File: src/rtl/coded_lock_seq.sv
// coded_lock_seq: digit-entry combination lock with failure lockout, timed unlock
// and in-field code reprogramming.
module coded_lock_seq #(
    parameter int                              DIGIT_W     = 4,
    parameter int                              CODE_LEN    = 4,
    parameter logic [DIGIT_W*CODE_LEN-1:0]     INIT_CODE   = 16'h1234,
    parameter int                              MAX_FAIL    = 3,
    parameter int                              OPEN_CYC    = 500,
    parameter int                              LOCKOUT_CYC = 1000,
    parameter int                              ENTRY_TO    = 2000
) (
    input  logic                               clk,
    input  logic                               rst,
    input  logic [DIGIT_W-1:0]                 digit,
    input  logic                               digit_vld,
    input  logic                               enter,
    input  logic                               clr,
    input  logic                               prog,
    output logic                               open,
    output logic                               alarm,
    output logic                               lockout,
    output logic [$clog2(MAX_FAIL+1)-1:0]      fail_cnt,
    output logic                               code_upd,
    output logic                               led1,
    output logic                               led2
);
    localparam int CW   = DIGIT_W * CODE_LEN;
    localparam int NW   = $clog2(CODE_LEN + 1);
    localparam int FW   = $clog2(MAX_FAIL + 1);
    localparam int T1   = OPEN_CYC > LOCKOUT_CYC ? OPEN_CYC : LOCKOUT_CYC;
    localparam int TMAX = T1 > ENTRY_TO ? T1 : ENTRY_TO;
    localparam int TW   = $clog2(TMAX + 1);

    typedef enum logic [2:0] {IDLE, ENTRY, CHECK, OPEN, LOCKOUT} state_t;

    state_t        state, state_n;
    logic [CW-1:0] code, code_n;
    logic [CW-1:0] entry_buf, entry_buf_n;
    logic [NW-1:0] cnt, cnt_n;
    logic          ovf, ovf_n;
    logic [TW-1:0] timer, timer_n;
    logic          open_n, alarm_n, lockout_n, code_upd_n;
    logic [FW-1:0] fail_n, fail_inc;
    logic          app, full, match;

    assign full     = cnt == NW'(CODE_LEN);
    assign match    = full && !ovf && entry_buf == code;
    assign fail_inc = (fail_cnt == FW'(MAX_FAIL)) ? fail_cnt : fail_cnt + 1'b1;
    assign led1     = ~open;
    assign led2     = ~alarm;

    always_ff @(posedge clk or posedge rst) begin
        if (rst) begin
            state     <= IDLE;
            code      <= INIT_CODE;
            entry_buf <= '0;
            cnt       <= '0;
            ovf       <= 1'b0;
            timer     <= '0;
            open      <= 1'b0;
            alarm     <= 1'b0;
            lockout   <= 1'b0;
            fail_cnt  <= '0;
            code_upd  <= 1'b0;
        end else begin
            state     <= state_n;
            code      <= code_n;
            entry_buf <= entry_buf_n;
            cnt       <= cnt_n;
            ovf       <= ovf_n;
            timer     <= timer_n;
            open      <= open_n;
            alarm     <= alarm_n;
            lockout   <= lockout_n;
            fail_cnt  <= fail_n;
            code_upd  <= code_upd_n;
        end
    end

    always_comb begin
        state_n     = state;
        code_n      = code;
        entry_buf_n = entry_buf;
        cnt_n       = cnt;
        ovf_n       = ovf;
        timer_n     = timer;
        open_n      = open;
        alarm_n     = alarm;
        lockout_n   = lockout;
        fail_n      = fail_cnt;
        code_upd_n  = 1'b0;
        app         = 1'b0;
        case (state)
            IDLE: begin
                if (!clr && !enter && !prog && digit_vld) begin
                    entry_buf_n[CW-1 -: DIGIT_W] = digit;
                    cnt_n   = NW'(1);
                    timer_n = '0;
                    state_n = ENTRY;
                end
            end
            ENTRY: begin
                if (clr) begin
                    cnt_n   = '0;
                    ovf_n   = 1'b0;
                    timer_n = '0;
                    state_n = IDLE;
                end else if (enter) begin
                    timer_n = '0;
                    state_n = CHECK;
                end else if (!prog && digit_vld) begin
                    app     = 1'b1;
                    timer_n = '0;
                end else if (timer == TW'(ENTRY_TO - 1)) begin
                    // entry went idle too long: drop it exactly like clr
                    cnt_n   = '0;
                    ovf_n   = 1'b0;
                    timer_n = '0;
                    state_n = IDLE;
                end else begin
                    timer_n = timer + 1'b1;
                end
            end
            CHECK: begin
                cnt_n   = '0;
                ovf_n   = 1'b0;
                timer_n = '0;
                if (match) begin
                    open_n  = 1'b1;
                    alarm_n = 1'b0;
                    fail_n  = '0;
                    state_n = OPEN;
                end else begin
                    alarm_n = 1'b1;
                    fail_n  = fail_inc;
                    if (fail_inc == FW'(MAX_FAIL)) begin
                        lockout_n = 1'b1;
                        state_n   = LOCKOUT;
                    end else begin
                        state_n = IDLE;
                    end
                end
            end
            OPEN: begin
                if (timer == TW'(OPEN_CYC - 1) || (!clr && enter)) begin
                    open_n  = 1'b0;
                    cnt_n   = '0;
                    ovf_n   = 1'b0;
                    timer_n = '0;
                    state_n = IDLE;
                end else begin
                    timer_n = timer + 1'b1;
                    if (clr) begin
                        cnt_n = '0;
                        ovf_n = 1'b0;
                    end else if (prog) begin
                        cnt_n = '0;
                        if (full && !ovf) begin
                            code_n     = entry_buf;
                            code_upd_n = 1'b1;
                        end
                    end else if (digit_vld) begin
                        app = 1'b1;
                    end
                end
            end
            LOCKOUT: begin
                if (timer == TW'(LOCKOUT_CYC - 1)) begin
                    lockout_n = 1'b0;
                    alarm_n   = 1'b0;
                    fail_n    = '0;
                    timer_n   = '0;
                    state_n   = IDLE;
                end else begin
                    timer_n = timer + 1'b1;
                end
            end
            default: state_n = IDLE;
        endcase
        // shared digit append for ENTRY and OPEN; a digit past the end flags overflow
        if (app) begin
            if (full) begin
                ovf_n = 1'b1;
            end else begin
                entry_buf_n[CW - DIGIT_W * (int'(cnt) + 1) +: DIGIT_W] = digit;
                cnt_n = cnt + 1'b1;
            end
        end
    end
endmodule

File: config.mk
export PLATFORM = sky130hd
export DESIGN_NAME = coded_lock_seq
export DESIGN_NICKNAME = d
export VERILOG_FILES = /design/src/rtl/coded_lock_seq.sv
export SDC_FILE = /design/constraint.sdc
export NUM_CORES = 1
export LEC_CHECK = 0
export BUFFER_PORTS_ARGS = -buffer_cell sky130_fd_sc_hd__buf_2
export CORE_ASPECT_RATIO = 1.2
export CORE_MARGIN = 1
export CORE_UTILIZATION = 55
export DETAILED_ROUTE_END_ITERATION = 7
export GPL_TIMING_DRIVEN = 0
export PLACE_DENSITY = 0.73
export SLEW_MARGIN = 40
export SYNTH_ARGS = -nofsm -noshare
export SYNTH_HDL_FRONTEND = slang
export SYNTH_SLANG_ARGS = --single-unit
export TNS_END_PERCENT = 1
File: constraint.sdc
create_clock -name clk -period 6.3 [get_ports clk]
set_clock_uncertainty 0.15 [all_clocks]
set_input_delay 0 -clock clk [delete_from_list [all_inputs] [get_ports clk]]
set_output_delay 0 -clock clk [all_outputs]
set_load 0.01 [all_outputs]
; ---- Word level (Yosys, flattened, before mapping)
; Cells that the tools add are included.
[word_totals]
in_bits = 10
ff_bits = 56
out_inout_bits = 8
elab_cells = 136
[classes]
n_reduce_logical = 23
eq_ne = 19
n_mux = 69
bitwise = 5
n_addsub = 6
n_shift = 2
[ops]
columns = operator, n
row1 = $mux W11, 7
row2 = $mux W3, 19
row3 = $pmux W11 S5, 1
row4 = $neg A7 Y33, 1
row5 = $shift A4 B33 Y16 const A, 1
row6 = $shiftx A4 B33 Y16, 1
row7 = $mux W16, 2
row8 = $mux W1, 26
row9 = $bwmux W16, 1
row10 = $eq A16 B16 Y1, 1
row11 = $pmux W3 S5, 1
row12 = $ne A2 B2 Y1 const B, 6
row13 = $pmux W3 S4, 1
row14 = $add A11 B1 Y11 const B, 1
row15 = $eq A11 B10 Y1 const B, 1
row16 = $eq A11 B11 Y1 const B, 1
row17 = $eq A11 B9 Y1 const B, 1
row18 = $reduce_and A5 Y1, 2
row19 = $mux W4, 2
row20 = $ne A4 B4 Y1 const B, 2
row21 = $pmux W1 S2, 4
row22 = $logic_and A1 B1 Y1, 7
row23 = $sub A5 B6 Y7 const A, 1
row24 = $eq A3 B2 Y1 const B, 2
row25 = other kinds (18), 32

; ---- Longest topological paths before layout
[logic_depth]
ltp_word = 9
mapped_depth = 13

; ---- Least setup slack after synthesis
; No wires, ideal clock.
[synth_timing]
kind = reg-to-reg
from = register cnt[0]
to = register (tool-made name)
synth_period_minus_slack_ps = 3076
slack_ps = 3224
n_path_buf = 2
path_stages_with_launch = 14
arrival_time_ps = 2846
setup_time_ps = 79
cell_sequence = dfrtp_1 > clkbuf_1 > inv_1 > ha_1 > or3_1 > inv_1 > nand2_1 > ha_1 > nor4bb_1 > nand2_1 > nor4_1 > and4_1 > buf_2 > mux2i_1
[synth_rtl]
columns = item, line
row1 = "start, declared", 39  ; logic [NW-1:0] cnt, cnt_n;
row2 = "start signal, assigned", 69  ; cnt <= cnt_n;

==> impl_results.md <==
- Status: finished clean
- Total number of vias: 2352
- CTS root buf: clkbuf_8
- Final WL: 6220 µm
- H-tree depth: 2
- Post-synthesis cell area: 3140 µm²
- Netlist cell types: 55
- Die span in y: 84.8 µm
- Worst EP required: 6.38 ns
- Clock latency on the worst-skew pair: 0.31 ns
- Row count: 29
- Setup Buffers After CTS: 0
- Die width: 71.0 µm
- Clk sinks: 56
- Worst Setup Start Kind: flip-flop
- Yosys reg bits: 56
- # port buffers: 17
- Sequential area share after synthesis: 44.8%
- Hold Path Sink: state[0]
- Starting Density: 58.1%
- Layout cells sized above 1: 16.4%
- Flop pwr share: 51.7%
- Average via count per standard cell: 5.84
- Reg2reg setup slack: 2.77 ns
- Core area: 5410 µm²
- Die area: 6020 µm²
- Synthesis-to-layout area growth: 10.6%
- Grt total ovfl: 0
- Post-Synth Simple-Gate Area: 21.4%
- Synthesized Nets: 327
- # resized after CTS: 0
- Combinational fraction of design power: 24.6%
- Power share of the clock group: 23.8%
- Minimum clock period: 3.53 ns
- Leading area contributor after synthesis: dfrtp_1
- Synth top area share: 40.6%
- Largest net degree at the start of global routing: 31
- Synth Area in Adders: 3.18%
- CTS tree: built
- DRT Pass-1 Iters: 6
- Fin. Hold Viols: 0
- Gr usage total: 23.2%
- Fin Setup TNS: 0 ns
- Nets: 358
- CP endpoint kind: flip-flop
- Number of buffers on the longest clock path: 2
- Least-Margin Pin Slew: 0.732 ns
- Routed WL per cell: 15.4 µm
- Count leader, synth: dfrtp_1
- Clock Pin Slew Worst Setup and Hold Paths: 0.10 ns
- P_sw: 0.258 mW
- Worst VDD drop: 0.168 mV
- Gpl congestion: 0.856
- Worst hold path type: in -> reg
- Cells on worst reg2reg path: 13
- # DRC: 0
- Top cells by area, synth: dfrtp_1 41%, mux2_1 4.7%, dfstp_2 4.2%, xnor2_1 4.2%, mux2_2 3.9%
- Total power draw: 0.815 mW
- Hold path startpoint: enter
- Worst Path Max Fanout: 9
- Top_reg_cell synth: dfrtp_1
- Mean post-synth cell area: 10.2 µm²
- CTS Buf Count: 5
- Rel. slew slack: 50.7%
- Dpl ws: 2.79 ns
- Initial antenna violation count: 0
- Maximum clock rate: 283 MHz
- Finished Cell Area: 3480 µm²
- Multiplexer share of the synthesized area: 11.1%
- Placed inst area: 3330 µm²
- Period utilization: 56.1%
- Post-synth EDFFs: 0
- PwrDens: 234 nW/µm²
- Final setup viols: 0
- Largest family of logic cells by synthesized area: simple AND/OR/NAND/NOR gates
- HPWL Detailed: 4710 µm
- Max Cap Viol: 0
- Top cells by count, synth: 51 x dfrtp_1, 29 x nand2_1, 19 x inv_1
- Fin. max-slew vios: 0
- Vias in the first global route: 2405
- Synth Area in XOR/XNOR: 5.29%
- ANT cells: 0
- Switching share of power: 31.6%
- FFs w/ async S/R, synth: 100%
- Antenna Nets Post-Route: 0
- RR Startpoint: cnt[0]
- Critical path arrival: 3.62 ns
- Worst Hold Path Cells: 4
- WS Path Type: reg -> reg
- Int Pwr: 0.557 mW
- Top-level port count: 18
- RSZ-0062 raised after global routing: no
- Compound-Gate Fraction of Synth Area: 10.7%
- Syn Inst Count: 309
- Yosys warning count: 0
- Initial DRC Count: 116
- Global-route wire length before repair: 10900 µm
- Worst setup margin: 2.77 ns
- Static Leak: 1.59 nW
-- per-layer routing --
metal	global-route usage [%]	wire length, µm	vias up
met2	42.4	3250	28
met5	0	0	-
met4	6.18	81	0
met3	3.68	141	7
met1	28.4	2740	1140
li1	-	-	1177
-- how the worst max path moves through the flow --
stage	endpoint	start	slack [ns]
6_report	flip-flop	cnt[0]	2.77
2_1_floorplan	flip-flop	cnt[0]	3.22
3_3_place_gp	flip-flop	cnt[0]	2.87
3_5_place_dp	flip-flop	cnt[0]	2.79
4_1_cts	flip-flop	cnt[0]	2.75
5_1_grt	flip-flop	cnt[0]	2.45
-- what timing repair did --
action                                 CTS  global route
hold buffers                             6             0
setup endpoints to repair                0             0
endpoints found under the hold margin   72             0
-- critical path: stages (launching register included) --
cell,delay [ns]
dfrtp_1,0.36
clkbuf_1,0.31
inv_1,0.19
ha_1,0.41
or3_1,0.42
inv_1,0.08
nand2_1,0.05
ha_1,0.31
nor4bb_1,0.28
nand2_1,0.09
nor4_1,0.22
and4_1,0.22
buf_2,0.17
mux2i_1,0.21
-- stage by stage --
| step | hold WS [ns] | instances | util, % |
|---|---|---|---|
| floorplan | -0.0162 | 309 | - |
| global placement | 0.122 | 388 | 61.1 |
| detailed placement | -0.142 | 389 | 61.6 |
| CTS | 0.0125 | 403 | 64.3 |
| global route | 0.0675 | 403 | 64.3 |
| finish | 0.0236 | 403 | 64.3 |
-- area by class of cell --
class	count	area [µm²]
buffer	9	40.0
fill	482	1930
sequential	56	1410
inverter	19	73.8
multi-input combinational	225	1620
clock buffer	6	72.6
clock inverter	2	16.3
timing repair buffer	24	165
tap	62	77.6
-- layout by cell type, fill, tap and decap left out, drive strengths merged, types with 7 or more instances in the layout --
master,synthesis,layout
mux2i,8,8
buf,5,23
clkbuf,4,10
nand2,29,29
nor2b,7,7
nand3,8,8
ha,8,8
mux2,24,24
nor3,17,17
o21ai,19,19
xnor2,15,15
inv,19,19
nor2,13,13
dfrtp,51,51
-- power by group through the flow --
| stage | logic, mW | clock network [mW] | registers [mW] |
|---|---|---|---|
| global placement | 0.190 | 0 | 0.426 |
| floorplan | 0.136 | 0 | 0.428 |
| finish | 0.200 | 0.194 | 0.421 |
| detailed placement | 0.197 | 0 | 0.429 |
| CTS | 0.202 | 0.200 | 0.421 |
| global route | 0.225 | 0.215 | 0.426 |
-- cells by family (layout without fill, tap and decap cells) --
kind of cell / count (synthesis) / after routing
AOI/OAI and AO/OA: 50 / 50
buffers and inverters: 28 / 60
muxes: 32 / 32
xor gates and xnor gates: 19 / 19
adders and majority gates: 8 / 8
DFF: 56 / 56
and+or+nand+nor: 116 / 116
Power figures use the tool's default switching activity.
